**src/rtl/bus_arb_pkg.sv**
```systemverilog
// Shared source IDs and request-bundle sizing for the SRAM bus arbiter.
package bus_arb_pkg;
    localparam int SRC_W = 1;

    typedef enum logic [SRC_W-1:0] {
        SRC_INST = 1'b0,
        SRC_DATA = 1'b1
    } src_t;

    // {wr, wstrb, addr, wdata} as carried through the grant mux
    function automatic int req_bw(input int aw, input int dw);
        return aw + dw + dw / 8 + 1;
    endfunction

    localparam int REQ_W = req_bw(32, 32);
endpackage

```
**src/rtl/arb_tag_fifo.sv**
```systemverilog
// In-order tag FIFO remembering which requester owns each outstanding transaction.
module arb_tag_fifo #(
    parameter int DEPTH = 2,
    parameter int W     = 1,
    localparam int CW   = $clog2(DEPTH + 1)
) (
    input  logic          clk,
    input  logic          resetn,
    input  logic          push,
    input  logic [W-1:0]  push_data,
    input  logic          pop,
    output logic [W-1:0]  head,
    output logic          empty,
    output logic          full,
    output logic [CW-1:0] count
);
    localparam int PW = (DEPTH > 1) ? $clog2(DEPTH) : 1;

    logic [DEPTH-1:0][W-1:0] mem;
    logic [PW-1:0]           wr_ptr, rd_ptr;

    // explicit wrap so non-power-of-2 depths work
    function automatic logic [PW-1:0] ptr_nxt(input logic [PW-1:0] p);
        return (p == PW'(DEPTH - 1)) ? '0 : p + 1'b1;
    endfunction

    always_ff @(posedge clk) begin
        if (!resetn) begin
            mem    <= '0;
            wr_ptr <= '0;
            rd_ptr <= '0;
            count  <= '0;
        end else begin
            if (push) begin
                mem[wr_ptr] <= push_data;
                wr_ptr      <= ptr_nxt(wr_ptr);
            end
            if (pop)
                rd_ptr <= ptr_nxt(rd_ptr);
            case ({push, pop})
                2'b10:   count <= count + 1'b1;
                2'b01:   count <= count - 1'b1;
                default: ;
            endcase
        end
    end

    assign head  = mem[rd_ptr];
    assign empty = (count == '0);
    assign full  = (count == CW'(DEPTH));
endmodule

```
**src/rtl/sram_bus_arbiter.sv**
```systemverilog
// Shares one SRAM-like port between IF (inst) and MEM (data); data has priority,
// a stalled grant is held until accepted, responses are routed via the tag FIFO.
module sram_bus_arbiter
    import bus_arb_pkg::*;
#(
    parameter int MAX_OUTST = 2,
    parameter int AW        = 32,
    parameter int DW        = 32,
    localparam int SW       = DW / 8,
    localparam int CW       = $clog2(MAX_OUTST + 1)
) (
    input  logic          clk,
    input  logic          resetn,
    input  logic          inst_req,
    input  logic [AW-1:0] inst_addr,
    output logic          inst_addr_ok,
    output logic          inst_data_ok,
    output logic [DW-1:0] inst_rdata,
    input  logic          data_req,
    input  logic          data_wr,
    input  logic [SW-1:0] data_wstrb,
    input  logic [AW-1:0] data_addr,
    input  logic [DW-1:0] data_wdata,
    output logic          data_addr_ok,
    output logic          data_data_ok,
    output logic [DW-1:0] data_rdata,
    output logic          mem_req,
    output logic          mem_wr,
    output logic [SW-1:0] mem_wstrb,
    output logic [AW-1:0] mem_addr,
    output logic [DW-1:0] mem_wdata,
    input  logic          mem_addr_ok,
    input  logic          mem_data_ok,
    input  logic [DW-1:0] mem_rdata,
    output logic [CW-1:0] outst_cnt
);
    localparam int RW = req_bw(AW, DW);

    logic          hold_vld;
    src_t          hold_src;
    logic          sel_vld;
    src_t          src;
    logic          full, empty, accept, pop;
    logic [SRC_W-1:0] head;
    logic [RW-1:0] inst_bundle, data_bundle, mem_bundle;

    assign inst_bundle = {1'b0, SW'(0), inst_addr, DW'(0)};
    assign data_bundle = {data_wr, data_wstrb, data_addr, data_wdata};

    // full uses the registered count, so a same-cycle pop never frees a slot early
    always_comb begin
        sel_vld    = 1'b0;
        src        = SRC_INST;
        mem_bundle = '0;
        if (resetn && !full) begin
            if (hold_vld) begin
                sel_vld = 1'b1;
                src     = hold_src;
            end else if (data_req) begin
                sel_vld = 1'b1;
                src     = SRC_DATA;
            end else if (inst_req) begin
                sel_vld = 1'b1;
                src     = SRC_INST;
            end
        end
        if (sel_vld)
            mem_bundle = (src == SRC_DATA) ? data_bundle : inst_bundle;
    end

    assign mem_req = sel_vld;
    assign {mem_wr, mem_wstrb, mem_addr, mem_wdata} = mem_bundle;

    assign accept       = sel_vld & mem_addr_ok;
    assign inst_addr_ok = accept & (src == SRC_INST);
    assign data_addr_ok = accept & (src == SRC_DATA);

    always_ff @(posedge clk) begin
        if (!resetn) begin
            hold_vld <= 1'b0;
            hold_src <= SRC_INST;
        end else if (sel_vld) begin
            hold_vld <= ~mem_addr_ok;
            hold_src <= src;
        end
    end

    arb_tag_fifo #(.DEPTH(MAX_OUTST), .W(SRC_W)) u_tag_fifo (
        .clk       (clk),
        .resetn    (resetn),
        .push      (accept),
        .push_data (src),
        .pop       (pop),
        .head      (head),
        .empty     (empty),
        .full      (full),
        .count     (outst_cnt)
    );

    // a response with nothing outstanding is dropped
    assign pop          = resetn & mem_data_ok & ~empty;
    assign inst_data_ok = pop & (head == SRC_INST);
    assign data_data_ok = pop & (head == SRC_DATA);
    assign inst_rdata   = mem_rdata;
    assign data_rdata   = mem_rdata;
endmodule

```
**config.mk**
```make
export PLATFORM = sky130hd
export DESIGN_NAME = sram_bus_arbiter
export DESIGN_NICKNAME = d
export VERILOG_FILES = /design/src/rtl/bus_arb_pkg.sv /design/src/rtl/arb_tag_fifo.sv /design/src/rtl/sram_bus_arbiter.sv
export SDC_FILE = /design/constraint.sdc
export NUM_CORES = 1
export LEC_CHECK = 0
export CAP_MARGIN = 10
export CORE_AREA = 2 2 109 111
export CTS_CLUSTER_SIZE = 16
export DETAILED_ROUTE_END_ITERATION = 10
export DIE_AREA = 0 0 111 113
export GPL_TIMING_DRIVEN = 0
export PLACE_DENSITY_LB_ADDON = 0.3
export SYNTH_ARGS = -nofsm -noshare
export SYNTH_HDL_FRONTEND = slang
export SYNTH_SLANG_ARGS = --single-unit
```
**constraint.sdc**
```tcl
create_clock -name clk -period 2.2 [get_ports clk]
set_input_delay 0.22 -clock clk [delete_from_list [all_inputs] [get_ports clk]]
set_output_delay 0.22 -clock clk [all_outputs]
set_load 0.005 [all_outputs]
```
==> results.toml <==
[run_status]
outcome = "finished clean"

[floorplanning]
initial_core_util = 0.166
num_rows = 39
die-area_mm2 = 0.0125
die_w_um = 111
fp.coreArea_mm2 = 0.0113
io_pins = 279
die_height_um = 113

[route]
drc = 0
vias_per_cell = 4.41
wl_per_cell_um = 16.3
wl_um = 10900
ant_nets = 0
first_pass_iters = 4
via_count = 2956
drt_iter0_drc = 87

[place]
dpl.hpwl_um = 8920
gp_congestion = 0.817
dp.cells = 662
dp_slack_ns = -0.516
io_buffers = 246

[clocking]
cts_buffer_depth = 2
ctsHoldBuffers = 0
clock_sinks = 8
clkTransAtPathRegs_ns = 0.04
cts_buffers = 3
root_buffer = "clkbuf_16"
cts_tree = "yes"
h-tree-depth = 1
insertion_delay_ns = 0.23

[grt]
grt_max_degree = 11
grtUsageTotal = 0.160
gr-total-overflow = 0
grt_pass1_vias = 3088
grt_pass1_wl_um = 16200
top_usage_layer = "met2"
antenna_found_initial = 0
grt.met3_usage = 0.0300
grt_util_met1 = 0.179
met2_usage = 0.312

[worst_setup_path]
critPathMaxStageDelay_ns = 0.50
crit_buf_inv = 2
crit_slowest_cell = "o31ai_1"
path_cells = "clkdlybuf4s50_1 > o31ai_1 > or3_1 > nor2_1 > clkdlybuf4s50_1"
cp.arrival_ns = 1.92
cp.required_ns = 1.98
critPathTopFamily = "buffers and inverters"
critPathMaxFanout = 4
start_kind = "primary input"
critPathKind = "in2out"
crit_top_cell = "clkdlybuf4s50_1"
endpoint_kind = "output pin"

[cells_and_area]
fin_util = 0.431
layout-drive-gt1-share = 0.216
nets = 669
multiInputGateArea_mm2 = 0.00113
fillers = 1154
layoutNonFillerInstCount = 670
n_antenna_cell = 0
area_growth_pct = 159
final-seq-area_um2 = 166

[synthesis]
synth_nets = 413
synthCells = 273
synth-seq-cells = 8
ys_types = 31
ys_warn_count = 0
ys_seq_area_frac = 0.0854
syn_avg_cell_area_um2 = 6.87
synthesis.area_mm2 = 0.00188

[pwr]
p_leak_nw = 2.52
ir_worst_vdd_v = 0.000268
power.density_mw_per_mm2 = 304

[sta]
fin_skew_ns = 0.00105
finalHoldViolCount = 0
max_slew_margin = 0.616
tightest_slew_ns = 0.571
setup_ws_ns = 0.0574
setup_violations = 0
rsz0062_at_grt = "false"
fmax_mhz = 467
maxSlewViolCount = 0
period_minus_slack_ns = 2.14
timing.final.crit_share = 0.974
timing.hold.ws_ns = 0.464

[min_path]
hold_path_class = "reg2reg"

[job]
cap_viol_max_count = 0
[layer usage]
layer,up-vias,routed length (µm)
met3,7,811
met1,1362,4180
met5,-,0
met2,162,5800
li1,1425,-
met4,0,106
[state kept, by name (all words and copies together), names as in the netlist]
register           count
u_tag_fifo.count       2
u_tag_fifo.mem         2
hold_src               1
hold_vld               1
u_tag_fifo.rd_ptr      1
u_tag_fifo.wr_ptr      1
[stage by stage]
step / instance area (µm²) / setup TNS [ns] / power [mW]
after CTS: 4730 / -0.0000469 / 1.49
after floorplan: 1880 / 0 / 0.542
final: 4860 / 0 / 1.48
after global placement: 4520 / -23.57 / 1.13
after detailed placement: 4520 / -24.06 / 1.14
after global routing: 4860 / 0 / 1.56
[power by group]
part / internal [mW] / switching (mW) / total [mW]
Combinational: 0.635 / 0.353 / 0.989
Sequential: 0.161 / 0.0187 / 0.180
Clock: 0.235 / 0.0733 / 0.308
Total: 1.03 / 0.445 / 1.48
[worst paths after layout]
kind	start	to	slack, ns	cells after the start
setup / recovery	inst_req	inst_addr_ok	0.06	5
hold / removal	u_tag_fifo.mem[1]	u_tag_fifo.mem[1]	0.46	2
setup reg to reg	hold_vld	u_tag_fifo.count[1]	0.13	5
hold reg to reg	u_tag_fifo.mem[1]	u_tag_fifo.mem[1]	0.46	2
[worst register-to-register path: cells and delay by family, from the launching register on]
family	cells	cell delay [ns]
AO/OA/AOI/OAI	2	0.71
AND/OR/NAND/NOR	2	0.63
flip-flops	1	0.36
adder cells (fa/ha/maj)	1	0.28
[final cells by class]
| cell class | instances | share of cell area |
|---|---|---|
| sequential | 8 | 0.0342 |
| clock buffer | 3 | 0.0154 |
| multi-input combinational | 169 | 0.233 |
| tap | 143 | 0.0368 |
| buffer | 93 | 0.148 |
| timing repair buffer | 251 | 0.531 |
| inverter | 3 | 0.00232 |
[kinds of logic (layout without fill, tap and decap cells)]
kind of cell / count (synthesis) / in the layout / share of synthesized area
buffers and inverters: 96 / 350 / 0.334
AOI/OAI and AO/OA: 72 / 72 / 0.242
DFF: 8 / 8 / 0.0854
and+or+nand+nor: 88 / 88 / 0.288
muxes: 5 / 5 / 0.0294
adders and majority gates: 1 / 1 / 0.00667
xor gates and xnor gates: 3 / 3 / 0.0140
[synth_stat cells]
cell type  number  share of area
buf_6           1         0.0060
inv_2           1         0.0020
mux2i_2         1         0.0073
a21oi_1        34          0.091
mux2_2          1         0.0060
xor2_1          2         0.0093
nand2_1         3         0.0060
ha_1            1         0.0067
xnor2_1         1         0.0047
buf_1           2         0.0040
nor2_1          4         0.0080
nand4_1        33           0.11
or2_2           1         0.0033
o31ai_1        34           0.14
or3_1           3          0.010
o21ai_0         2         0.0053
and2_1         37           0.12
clkbuf_1       11          0.022
o211a_1         1         0.0053
dfxtp_1         8          0.085
nand2b_1        1         0.0033
nor2b_1         2         0.0067
nand3_1         1         0.0027
nor4_1          1         0.0033
inv_1           2         0.0040
nor3_2          1         0.0053
buf_2          15          0.040
buf_4          64           0.26
mux2i_1         3          0.016
or4_4           1         0.0060
a31o_2          1         0.0047
[repair_timing]
item	in CTS	in global routing
setup buffers	5	0
gates resized for setup	63	50
endpoints found under the hold margin	0	0
pin swaps	1	2
endpoints found under the setup margin	72	56
[cells in the final DEF, fill, tap and decap left out, types with 2 or more instances in the layout]
cell type / Yosys / final
buf_2: 15 / 3
dlymetal6s2s_1: 0 / 37
nand4_1: 33 / 33
dfxtp_1: 8 / 5
and2_1: 37 / 37
buf_6: 1 / 11
o31ai_1: 34 / 33
clkbuf_4: 0 / 6
mux2i_1: 3 / 3
or3_1: 3 / 3
o21ai_0: 2 / 2
a21oi_1: 34 / 34
nand2_1: 3 / 3
inv_2: 1 / 2
clkbuf_16: 0 / 3
xor2_1: 2 / 2
dfxtp_2: 0 / 2
buf_4: 64 / 76
nor2b_1: 2 / 2
clkdlybuf4s50_1: 0 / 194
dlygate4sd2_1: 0 / 15
nor2_1: 4 / 4
No activity file was read; power rests on OpenSTA's default activity.
